`config.mk`:
```
export PLATFORM = sky130hd
export DESIGN_NAME = cpu7_csr_exc
export DESIGN_NICKNAME = d
export VERILOG_FILES = /design/src/rtl/cpu7_csr_exc.sv
export SDC_FILE = /design/constraint.sdc
export NUM_CORES = 1
export LEC_CHECK = 0
export BUFFER_PORTS_ARGS = -buffer_cell sky130_fd_sc_hd__buf_2
export CAP_MARGIN = 10
export CORE_UTILIZATION = 55
export CTS_BUF_LIST = sky130_fd_sc_hd__clkbuf_8 sky130_fd_sc_hd__clkbuf_16
export DETAILED_ROUTE_END_ITERATION = 7
export PLACE_DENSITY = 0.84
export SYNTH_ARGS = -nofsm -noshare
export SYNTH_HDL_FRONTEND = slang
export SYNTH_SLANG_ARGS = --single-unit
```
`constraint.sdc`:
```
create_clock -name clk -period 3.65 [get_ports clk]
set_clock_uncertainty 0.15 [all_clocks]
set_input_delay 0.73 -clock clk [delete_from_list [all_inputs] [get_ports clk]]
set_output_delay 0.73 -clock clk [all_outputs]
set_load 0.02 [all_outputs]
```
`src/rtl/cpu7_csr_exc.sv`:
```
// Privileged CSR file for cpu7: software CSR access, exception entry/ERTN, constant timer, interrupt sampling.
// Latency: reads combinational (no write bypass); writes/exc/ertn apply at next edge; int_pending one cycle behind.
// Backpressure: none; every strobe is accepted in the cycle it is presented.
//
// Ports: clk/resetn (async active-low); csr_raddr/csr_rdata read port; csr_waddr/csr_wdata/csr_wen
// write port; exc_valid/exc_ecode/exc_pc exception commit; ertn_valid ERTN commit; hw_int level
// interrupt lines; csr_eentry/csr_era/csr_plv/csr_ie/int_pending state exported to the pipeline.
module cpu7_csr_exc #(
    parameter int GRLEN      = 32,
    parameter int CSR_BIT    = 14,
    parameter int TIMER_BITS = 32,
    parameter int N_SAVE     = 4
) (
    input  logic               clk,
    input  logic               resetn,
    input  logic [CSR_BIT-1:0] csr_raddr,
    output logic [GRLEN-1:0]   csr_rdata,
    input  logic [CSR_BIT-1:0] csr_waddr,
    input  logic [GRLEN-1:0]   csr_wdata,
    input  logic               csr_wen,
    input  logic               exc_valid,
    input  logic [5:0]         exc_ecode,
    input  logic [GRLEN-1:0]   exc_pc,
    input  logic               ertn_valid,
    input  logic [7:0]         hw_int,
    output logic [GRLEN-1:0]   csr_eentry,
    output logic [GRLEN-1:0]   csr_era,
    output logic [1:0]         csr_plv,
    output logic               csr_ie,
    output logic               int_pending
);

    localparam logic [CSR_BIT-1:0] A_CRMD   = 'h00;
    localparam logic [CSR_BIT-1:0] A_PRMD   = 'h01;
    localparam logic [CSR_BIT-1:0] A_ECFG   = 'h04;
    localparam logic [CSR_BIT-1:0] A_ESTAT  = 'h05;
    localparam logic [CSR_BIT-1:0] A_ERA    = 'h06;
    localparam logic [CSR_BIT-1:0] A_EENTRY = 'h0C;
    localparam logic [CSR_BIT-1:0] A_SAVE0  = 'h30;
    localparam logic [CSR_BIT-1:0] A_TID    = 'h40;
    localparam logic [CSR_BIT-1:0] A_TCFG   = 'h41;
    localparam logic [CSR_BIT-1:0] A_TVAL   = 'h42;
    localparam logic [CSR_BIT-1:0] A_TICLR  = 'h44;

    logic [1:0]             crmd_plv, prmd_pplv;
    logic                   crmd_ie, prmd_pie;
    logic [12:0]            ecfg_lie;
    logic [1:0]             is_sw;
    logic [7:0]             is_hw;
    logic                   is_ti;
    logic [5:0]             estat_ecode;
    logic [GRLEN-1:0]       era;
    logic [GRLEN-1:6]       eentry_hi;
    logic [GRLEN-1:0]       save_q [N_SAVE];
    logic [GRLEN-1:0]       tid;
    logic [TIMER_BITS-1:0]  tcfg;
    logic [TIMER_BITS-1:0]  tval;

    logic [12:0]            is_vec;
    logic                   wr_crmd, wr_prmd, wr_ecfg, wr_estat, wr_era, wr_eentry;
    logic                   wr_tid, wr_tcfg, wr_ticlr;
    logic                   timer_expire;
    logic [TIMER_BITS-1:0]  reload_cur, reload_new;

    // IS[10] and IS[12] have no source in this core and read as 0.
    assign is_vec = {1'b0, is_ti, 1'b0, is_hw, is_sw};

    assign wr_crmd   = csr_wen && (csr_waddr == A_CRMD);
    assign wr_prmd   = csr_wen && (csr_waddr == A_PRMD);
    assign wr_ecfg   = csr_wen && (csr_waddr == A_ECFG);
    assign wr_estat  = csr_wen && (csr_waddr == A_ESTAT);
    assign wr_era    = csr_wen && (csr_waddr == A_ERA);
    assign wr_eentry = csr_wen && (csr_waddr == A_EENTRY);
    assign wr_tid    = csr_wen && (csr_waddr == A_TID);
    assign wr_tcfg   = csr_wen && (csr_waddr == A_TCFG);
    assign wr_ticlr  = csr_wen && (csr_waddr == A_TICLR);

    assign reload_cur = {tcfg[TIMER_BITS-1:2], 2'b00};
    assign reload_new = {csr_wdata[TIMER_BITS-1:2], 2'b00};

    // A TCFG write on the expiry cycle reloads TVAL and suppresses that expiry.
    assign timer_expire = !wr_tcfg && tcfg[0] && (tval == TIMER_BITS'(1));

    assign csr_eentry = {eentry_hi, 6'b0};
    assign csr_era    = era;
    assign csr_plv    = crmd_plv;
    assign csr_ie     = crmd_ie;

    always_comb begin
        csr_rdata = '0;
        case (csr_raddr)
            A_CRMD:   csr_rdata[2:0] = {crmd_ie, crmd_plv};
            A_PRMD:   csr_rdata[2:0] = {prmd_pie, prmd_pplv};
            A_ECFG:   csr_rdata[12:0] = ecfg_lie;
            A_ESTAT: begin
                csr_rdata[12:0]  = is_vec;
                csr_rdata[21:16] = estat_ecode;
            end
            A_ERA:    csr_rdata = era;
            A_EENTRY: csr_rdata = {eentry_hi, 6'b0};
            A_TID:    csr_rdata = tid;
            A_TCFG:   csr_rdata[TIMER_BITS-1:0] = tcfg;
            A_TVAL:   csr_rdata[TIMER_BITS-1:0] = tval;
            default:  ;
        endcase
        for (int k = 0; k < N_SAVE; k++) begin
            if (csr_raddr == A_SAVE0 + CSR_BIT'(k)) csr_rdata = save_q[k];
        end
    end

    always_ff @(posedge clk or negedge resetn) begin
        if (!resetn) begin
            crmd_plv    <= '0;
            crmd_ie     <= 1'b0;
            prmd_pplv   <= '0;
            prmd_pie    <= 1'b0;
            ecfg_lie    <= '0;
            is_sw       <= '0;
            is_hw       <= '0;
            is_ti       <= 1'b0;
            estat_ecode <= '0;
            era         <= '0;
            eentry_hi   <= '0;
            for (int k = 0; k < N_SAVE; k++) save_q[k] <= '0;
            tid         <= '0;
            tcfg        <= '0;
            tval        <= '0;
            int_pending <= 1'b0;
        end else begin
            // Per-field priority: exception entry, then ERTN, then software write.
            if (exc_valid) begin
                crmd_plv <= 2'b00;
                crmd_ie  <= 1'b0;
            end else if (ertn_valid) begin
                crmd_plv <= prmd_pplv;
                crmd_ie  <= prmd_pie;
            end else if (wr_crmd) begin
                crmd_plv <= csr_wdata[1:0];
                crmd_ie  <= csr_wdata[2];
            end

            if (exc_valid) begin
                prmd_pplv <= crmd_plv;
                prmd_pie  <= crmd_ie;
            end else if (wr_prmd) begin
                prmd_pplv <= csr_wdata[1:0];
                prmd_pie  <= csr_wdata[2];
            end

            if (exc_valid) begin
                era         <= exc_pc;
                estat_ecode <= exc_ecode;
            end else if (wr_era) begin
                era <= csr_wdata;
            end

            if (wr_ecfg)   ecfg_lie  <= csr_wdata[12:0] & ~13'h0400;
            if (wr_estat)  is_sw     <= csr_wdata[1:0];
            if (wr_eentry) eentry_hi <= csr_wdata[GRLEN-1:6];
            if (wr_tid)    tid       <= csr_wdata;
            for (int k = 0; k < N_SAVE; k++) begin
                if (csr_wen && (csr_waddr == A_SAVE0 + CSR_BIT'(k))) save_q[k] <= csr_wdata;
            end

            is_hw <= hw_int;

            // Expiry beats a simultaneous TICLR clear.
            if (timer_expire)                  is_ti <= 1'b1;
            else if (wr_ticlr && csr_wdata[0]) is_ti <= 1'b0;

            if (wr_tcfg) begin
                tcfg <= csr_wdata[TIMER_BITS-1:0];
                tval <= reload_new;
            end else if (tcfg[0] && (tval != '0)) begin
                if (tval == TIMER_BITS'(1)) tval <= tcfg[1] ? reload_cur : '0;
                else                        tval <= tval - TIMER_BITS'(1);
            end

            int_pending <= crmd_ie & (|(is_vec & ecfg_lie));
        end
    end

endmodule

```
==> results of run 1 <==
-- repair_timing --
| item | 4_1_cts | 5_1_grt |
|---|---|---|
| endpoints found under the setup margin | 32 | 32 |
| pin swaps | 53 | 59 |
| cloned | 6 | 1 |
| buffers inserted | 19 | 16 |
| resized for setup | 122 | 74 |
| hold endpoints to repair | 15 | 0 |
| hold buffers | 1 | 0 |
-- power groups by stage --
stage / Clock (mW) / Combinational [mW] / Sequential [mW]
2_1_floorplan: 0 / 0.392 / 3.73
3_3_place_gp: 0 / 0.787 / 3.71
3_5_place_dp: 0 / 0.805 / 3.72
4_1_cts: 3.58 / 0.836 / 3.65
5_1_grt: 3.71 / 0.927 / 3.66
6_report: 3.60 / 0.880 / 3.66
-- synth_stat cells, drive strengths merged, types with 9 or more instances --
master / count
dfrtp: 318
a21oi: 58
xnor2: 16
and3: 14
nand4: 15
or3: 13
nand3: 31
a211oi: 14
a222oi: 13
a22o: 19
o22ai: 17
o211ai: 15
a221o: 9
o21ai: 129
a22oi: 32
mux2i: 60
a31oi: 11
clkbuf: 86
nor2: 73
nand2: 201
buf: 52
nor4: 25
xor2: 9
a2bb2oi: 14
mux2: 192
nor3: 28
inv: 32
-- path summary, 6_finish.rpt --
path                               from            end  slack [ns]  cells after the start
max in group asynchronous        resetn     save_q[42]        1.87                      3
max reg2reg                    tval[18]       tval[31]        0.45                      6
max                        csr_raddr[1]  csr_rdata[18]       -0.26                     12
min in group asynchronous        resetn     save_q[60]        0.58                      2
min reg2reg                  save_q[94]     save_q[94]        0.34                      2
min                           hw_int[7]       is_hw[7]        0.16                      1
-- critical path: stages --
cell and delay (ns):
buf_6 0.09, buf_6 0.11, buf_6 0.12, buf_12 0.17
nor2b_1 0.27, buf_4 0.26, a22o_1 0.35, a22oi_2 0.14
nor2_1 0.16, o21ai_1 0.14, a31oi_1 0.26, buf_2 0.21
-- sequential cells by signal (all words and copies together), names as in the netlist, 2 cells and up --
| signal | flops |
|---|---|
| save_q | 128 |
| csr_era | 32 |
| tcfg | 32 |
| tid | 32 |
| tval | 32 |
| eentry_hi | 26 |
| ecfg_lie | 12 |
| is_hw | 8 |
| estat_ecode | 6 |
| csr_plv | 2 |
| is_sw | 2 |
| prmd_pplv | 2 |
-- logic make-up after synthesis --
kind of cell | count (synthesis) | share of synthesized area
AO/OA/AOI/OAI | 386 | 0.154
buffers and inverters | 170 | 0.0443
XOR/XNOR | 25 | 0.0132
multiplexers | 252 | 0.167
other | 1 | 0.000226
AND/OR/NAND/NOR | 455 | 0.140
flip-flops | 318 | 0.480
adder cells (fa/ha/maj) | 2 | 0.00151
-- stage by stage --
stage          setup WS [ns]   util
2_1_floorplan        0.00594      -
3_3_place_gp          -0.174  0.633
3_5_place_dp          -0.187  0.633
4_1_cts               -0.104  0.695
5_1_grt               -0.229  0.708
6_report              -0.257  0.708
-- routing by layer --
metal,up-vias,wire [um],GRT usage
li1,6441,-,-
met1,7846,23400,0.553
met2,1522,28000,0.602
met3,334,9210,0.112
met4,2,3620,0.197
met5,-,34,0
-- cell type report --
cell class	instances	area, sq um
inverters	32	120
flip-flops and latches	318	7960
clock inverters	18	126
clock buffers	45	1040
well taps	390	488
multi-input cells	1126	8340
fillers	2028	8660
repair buffers	380	2910
==> impl_metrics.yaml, run 1 <==
outcome:
  violations: "negative setup slack"
  status: "complete, but fails checks"
critical_path:
  worstSetupEndpointType: "output port"
  critPathLaunchType: "input pin"
  path_max_fanout: 15
  crit_arrival_ns: 3.03
  critPathKind: "input pin to output port"
  crit_required_ns: 2.77
power_and_ir_drop:
  ir_worst_vdd_mv: 0.405
  p_leak_nw: 10.4
  combPwrFrac: 0.108
  p_per_area_mw_per_mm2: 388
  clockPowerShare: 0.442
  power.sequential.fraction: 0.450
  swShare: 0.266
  finalPower_mw: 8.14
  intPower_mw: 5.97
  switchingPower_mw: 2.16
layout:
  fin_area_sq_mm: 0.0210
  nNetsFinal: 2006
  most-common-layout-cells: "dfrtp_1 (318), nand2_1 (195), mux2_2 (192)"
  final_common_cell: "dfrtp_1"
  final_cells: 2309
  syn_to_final_growth_pct: 26.5
  layout-drive-gt1-share: 0.377
  antenna_cells: 0
sta:
  holdWs_ns: 0.162
  slew_headroom: 0.377
  post-route-period-util: 1.07
  finalSetupTns_ns: -2.85
  grt_setup_unrepaired: "true"
  setup_ws_ns: -0.257
  worst_pin_slew_ns: 0.934
  finalHoldViolCount: 0
  fmax_ghz: 0.256
  setup_viol: 29
  min_period_ns: 3.91
  slew_violations: 0
placed_design:
  dp_hpwl_mm: 41.6
  numPortBuffers: 204
  dp_cells: 2207
  gp_congestion: 1.00
  dpl-instance-area_sq_mm: 0.0188
synth:
  synth_area_leaders: "dfrtp_1 (48%), mux2_2 (13%), nand2_1 (4.5%), o21ai_0 (3.7%), mux2i_1 (3.6%)"
  synth-warning-count: 0
  synth-main-ff-cell: "dfrtp_1"
  async_flop_share: 1.00
  synth_edf_count: 0
  synth-seq-cells: 318
  synth_cells: 1609
  ys_seq_area_frac: 0.480
  synth_area_per_cell_sq_um: 10.3
  synth_top_area_share: 0.480
  syn-cell-area_sq_mm: 0.0166
  yosysTopAreaCell: "dfrtp_1"
  synth_cell_types: 81
die:
  coreArea_sq_mm: 0.0296
  die_x_um: 176
  start_util: 0.560
  die_height_um: 176
  io_pins: 211
  die_area_sq_mm: 0.0308
  rows: 63
clocking:
  clk_latency_ns: 0.54
  cts_tree: "built"
  cts_root_buffer: "clkbuf_16"
  cts_buffers: 35
  cts.sinks: 318
  cts_buffer_depth: 3
  path_clk_slew_ns: 0.06
  htree_levels: 2
global_route:
  grt_max_degree: 97
  antenna_found_initial: 1
  grtUsageTotal: 0.407
  grt_pass1_wl_mm: 94.2
  overflow: 0
  grt_pass1_vias: 15600
route:
  drt-pass1-iter-count: 8
  totalWireLength_mm: 64.2
  via_per_inst: 6.99
  ant_nets: 0
  first_iter_violations: 2565
  drc: 0
  detail_route.wl_per_cell_um: 27.8
  vias: 16100
run:
  drv_cap: 0
min_path:
  hold_class: "input pin to register"
No activity file was read; power rests on OpenSTA's default activity.
==> run 2, diff against run 1 <==
CORE_MARGIN = 2   (was default)
SKIP_CTS_REPAIR_TIMING = 1   (was default)
==> run 2 against run 1 <==
Effect of this change: the flow still finishes with violations (negative setup slack); routed wire length shrank 6.1%; register-to-register slack barely moved; first-iteration DRC count decreased by 24%; final cell count decreased by 1.2%; critical path depth fell by 1; global-route usage shrank 2.8 points; design area is 3.3% lower; non-clock buffer count shrank 26; fmax is 1.2% higher; critical path type unchanged; critical endpoint is now csr_rdata[30]; highest routed layer is now met4.
==> impl_metrics.yaml, run 2 (same netlist as run 1, synthesis figures left out) <==
power_and_ir_drop:
  p_leak_nw: 10.1
  p_per_area_mw_per_mm2: 393
  ir_worst_vdd_mv: 0.380
  finalPower_mw: 7.96
die:
  die_area_sq_mm: 0.0316
  coreArea_sq_mm: 0.0296
  die_x_um: 178
  die_height_um: 178
  io_pins: 211
  rows: 63
  start_util: 0.560
route:
  ant_nets: 0
  via_per_inst: 6.64
  first_iter_violations: 1938
  totalWireLength_mm: 60.4
  vias: 15100
  drc: 0
  drt-pass1-iter-count: 6
  detail_route.wl_per_cell_um: 26.5
clocking:
  cts_root_buffer: "clkbuf_16"
  cts_buffer_depth: 3
  cts_tree: "built"
  clk_latency_ns: 0.52
  cts.sinks: 318
  htree_levels: 2
  path_clk_slew_ns: 0.06
  cts_buffers: 35
sta:
  grt_setup_unrepaired: "true"
  holdWs_ns: 0.0660
  slew_violations: 0
  setup_viol: 26
  min_period_ns: 3.86
  setup_ws_ns: -0.209
  post-route-period-util: 1.06
  fmax_ghz: 0.259
  finalHoldViolCount: 0
  slew_headroom: 0.419
  worst_pin_slew_ns: 0.871
global_route:
  grt_pass1_vias: 14600
  antenna_found_initial: 1
  overflow: 0
  grt_max_degree: 90
  grtUsageTotal: 0.379
  grt_pass1_wl_mm: 89.7
placed_design:
  dp_cells: 2204
  dpl-instance-area_sq_mm: 0.0187
  gp_congestion: 0.990
  dp_hpwl_mm: 42.7
  numPortBuffers: 204
  place_ws_ns: -0.282
layout:
  most-common-layout-cells: "dfrtp_1 (318), nand2_1 (197), mux2_2 (192)"
  layout-drive-gt1-share: 0.355
  nNetsFinal: 1980
  final_common_cell: "dfrtp_1"
  fill_cells: 2266
  final_cells: 2281
  syn_to_final_growth_pct: 22.3
  largest_register: "save_q"
  largest_reg_flops: 128
  fin_area_sq_mm: 0.0203
critical_path:
  crit_start: "csr_raddr[4]"
  cp-endpoint: "csr_rdata[30]"
  crit_arrival_ns: 2.98
  critPathKind: "input pin to output port"
  r2r-start: "tval[19]"
  worstSetupEndpointType: "output port"
  r2r_slack_ns: 0.46
  r2r_cells: 6
  critPathLaunchType: "input pin"
  path_max_fanout: 6
  r2r-end: "tval[25]"
  crit_required_ns: 2.77
run:
  drv_cap: 0
min_path:
  hold_class: "input pin to asynchronous set/reset pin"
outcome:
  status: "complete, but fails checks"
  violations: "negative setup slack"
[run 2: cell types whose count changed in the layout (fill, tap and decap cells not counted), sizes merged]
cell,previous run,this run
diode,0,1
clkbuf,47,42
inv,42,39
dlygate4sd3,1,0
buf,377,354
clkinv,6,8
clkinvlp,1,2
[run 2: layout make-up]
type                            count  area (sq um)  share of cell area
Timing Repair Buffer              354          2430               0.120
Inverter                           32           120             0.00592
Clock inverter                     18           128             0.00629
Tap cell                          390           488              0.0241
Antenna cell                        1          2.50            0.000123
Multi-Input combinational cell   1126          8170               0.403
Sequential cell                   318          7960               0.392
Clock buffer                       42           983              0.0485
[run 2: critical path, cell delays in order]
cell and delay [ns]:
buf_8 0.10, or4_4 0.52, buf_6 0.16, nor4_4 0.36, buf_12 0.17, buf_12 0.10, a22oi_2 0.06, o211ai_1 0.12
o211ai_1 0.20, a31oi_1 0.26, buf_4 0.18
[run 2: metrics by stage]
step	setup TNS [ns]	util
finish	-3.50	0.684
floorplan	0	-
detailed placement	-4.22	0.631
global placement	-3.33	0.631
global route	-5.25	0.684
CTS	-4.88	0.668
[run 2: worst min path at each step]
| stage | start | end | slack, ns | cells past startpoint |
|---|---|---|---|---|
| after floorplan | resetn | csr_era[0] | 0.28 | 0 |
| after global placement | save_q[62] | save_q[62] | 0.31 | 2 |
| after detailed placement | tid[30] | tid[30] | 0.32 | 2 |
| after CTS | resetn | tcfg[7] | 0.11 | 1 |
| after global routing | resetn | save_q[37] | 0.13 | 1 |
| final | resetn | save_q[3] | 0.07 | 1 |
[run 2: routing by layer]
layer  global-route usage  vias up  wire length [um]
met5                    0        -                 0
met4                0.119        0              1860
met3               0.0977      155              7740
met2                0.559     1025             26700
met1                0.548     7546             24000
li1                     -     6414                 -
[run 2: power breakdown]
group / switching, mW / internal [mW] / total [mW]
clock network: 1.48 / 1.99 / 3.47
logic: 0.540 / 0.294 / 0.834
registers: 0.0756 / 3.58 / 3.66
total: 2.10 / 5.87 / 7.96
==> run 3, diff against run 2 <==
PLACE_DENSITY = 0.79   (was 0.84)
==> run 3 against run 2 <==
Effect of this change: the run still ends with negative setup slack left; final cell count grew 0.57%; sequential share of layout area shrank 1.1 points; clock-buffer cell count is the same; critical path depth grew 1; worst hold slack got worse by 0.050 ns; first-iteration DRC count rose by 19%; setup slack improved by 0.038 ns; register-to-register slack better by 0.08 ns; power rose by 1.9%; die area unchanged; critical path type unchanged; largest cell class unchanged.
==> impl_metrics.yaml, run 3 (same netlist as run 1, synthesis figures left out) <==
outcome:
  status: "complete, but fails checks"
  violations: "negative setup slack"
critical_path:
  r2r_cells: 7
  crit_family: "simple AND/OR/NAND/NOR gates"
  slowest_stage: "or4_4"
  crit_required_ns: 2.77
  r2r-end: "tval[25]"
  r2r-start: "tval[17]"
  cpPeakStageDelay_ns: 0.54
  crit_buf_inv: 6
  crit_arrival_ns: 2.94
  critPathLaunchType: "input pin"
  path_max_fanout: 6
  worstSetupEndpointType: "output port"
  r2r_slack_ns: 0.54
  crit_chain: "buf_8 > or4_4 > buf_8 > nor4_4 > buf_4 > buf_6 > a222oi_1 > o21ai_1 > buf_4 > a21oi_2 > nor2_1 > buf_4"
  critPathKind: "input pin to output port"
  crit_top_cell: "buf_4"
clocking:
  path_clk_slew_ns: 0.05
  cts_buffer_depth: 3
  clk_latency_ns: 0.53
  htree_levels: 2
  cts_tree: "built"
  cts.sinks: 318
  cts_root_buffer: "clkbuf_16"
  cts_buffers: 36
global_route:
  grt_pass1_vias: 14500
  grt_max_degree: 78
  met2_usage: 0.549
  grtUsageTotal: 0.371
  met1_usage: 0.552
  grt_pass1_wl_mm: 88.3
  top_usage_layer: "met1"
  antenna_found_initial: 2
  overflow: 0
  grt_use_met3: 0.0782
power_and_ir_drop:
  p_per_area_mw_per_mm2: 389
  finalPower_mw: 8.12
  p_leak_nw: 10.3
  ir_worst_vdd_mv: 0.416
sta:
  setup_ws_ns: -0.172
  post-route-period-util: 1.05
  slew_violations: 0
  grt_setup_unrepaired: "true"
  finalHoldViolCount: 0
  worst_pin_slew_ns: 0.772
  slew_headroom: 0.485
  min_period_ns: 3.82
  fmax_ghz: 0.262
  setup_viol: 22
placed_design:
  gp_congestion: 0.985
  dp_hpwl_mm: 41.6
  numPortBuffers: 204
  dp_cells: 2211
layout:
  final_common_cell: "dfrtp_1"
  largest_register: "save_q"
  syn_to_final_growth_pct: 25.7
  nNetsFinal: 1995
  largest_reg_flops: 128
  multi_input_comb_area_sq_mm: 0.00835
  final_cells: 2294
  ff_latch_area_sq_mm: 0.00796
  layout-drive-gt1-share: 0.374
  fill_cells: 2196
  final_util: 0.703
  most-common-layout-cells: "dfrtp_1 (318), nand2_1 (197), mux2_2 (192)"
run:
  drv_cap: 0
die:
  die_x_um: 178
  coreArea_sq_mm: 0.0296
  rows: 63
  die_area_sq_mm: 0.0316
  start_util: 0.560
  die_height_um: 178
  io_pins: 211
route:
  via_per_inst: 6.61
  ant_nets: 0
  totalWireLength_mm: 59.7
  first_iter_violations: 2297
  drt-pass1-iter-count: 6
  vias: 15200
  drc: 0
  detail_route.wl_per_cell_um: 26.0
min_path:
  hold_class: "input pin to asynchronous set/reset pin"
==> run 3: cell types whose count changed in the layout (fill, tap and decap cells not counted), moves of 4 or more <==
cell,previous run,this run
buf_6,14,42
buf_2,184,164
o21ai_0,110,101
o21ai_1,14,22
buf_8,2,9
a22oi_1,29,24
a22oi_2,3,8
a31oi_1,11,6
a31oi_2,0,5
buf_4,141,137
==> run 3: worst max-delay path by stage <==
| stage | start | depth (start not counted) | slack, ns | end |
|---|---|---|---|---|
| 2_1_floorplan | csr_raddr[1] | 9 | 0.006 | csr_rdata[18] |
| 3_3_place_gp | csr_raddr[9] | 10 | -0.26 | csr_rdata[12] |
| 3_5_place_dp | csr_raddr[7] | 12 | -0.27 | csr_rdata[24] |
| 4_1_cts | csr_raddr[7] | 12 | -0.28 | csr_rdata[24] |
| 5_1_grt | csr_raddr[10] | 10 | -0.23 | csr_rdata[30] |
| 6_report | csr_raddr[5] | 12 | -0.17 | csr_rdata[24] |
==> run 3: through the flow <==
step	area, sq um	setup slack [ns]	hold WS (ns)	setup TNS, ns
2_1_floorplan	16600	0.00594	0.284	0
3_3_place_gp	18700	-0.258	0.313	-5.00
3_5_place_dp	18700	-0.265	0.322	-5.41
4_1_cts	19900	-0.278	0.0494	-6.13
5_1_grt	20800	-0.226	0.0632	-2.73
6_report	20800	-0.172	0.0157	-1.45
==> run 3: metal layers <==
layer	vias to the layer above	wire, um
met4	0	1830
met2	1033	26700
met3	153	7470
met1	7551	23700
li1	6426	-
met5	-	0
==> run 3: layout make-up <==
class / instances / area share
multi-input cells: 1126 / 0.401
flip-flops and latches: 318 / 0.382
repair buffers: 368 / 0.133
clock buffers: 42 / 0.0472
well taps: 390 / 0.0234
clock inverters: 17 / 0.00811
inverters: 32 / 0.00576
diodes: 1 / 0.000120
==> run 3: report_power, final <==
| part | internal [mW] | switching, mW |
|---|---|---|
| Sequential | 3.59 | 0.0784 |
| Clock | 2.13 | 1.47 |
| Combinational | 0.310 | 0.543 |
==> run 3: worst reg2reg max path: stages (launching register included) <==
cell and delay [ns]:
dfrtp_1 0.50, nor4_1 0.56, nand2_1 0.44, o31a_1 0.49
nor2_2 0.40, buf_4 0.29, a31oi_1 0.07, o21ai_1 0.14
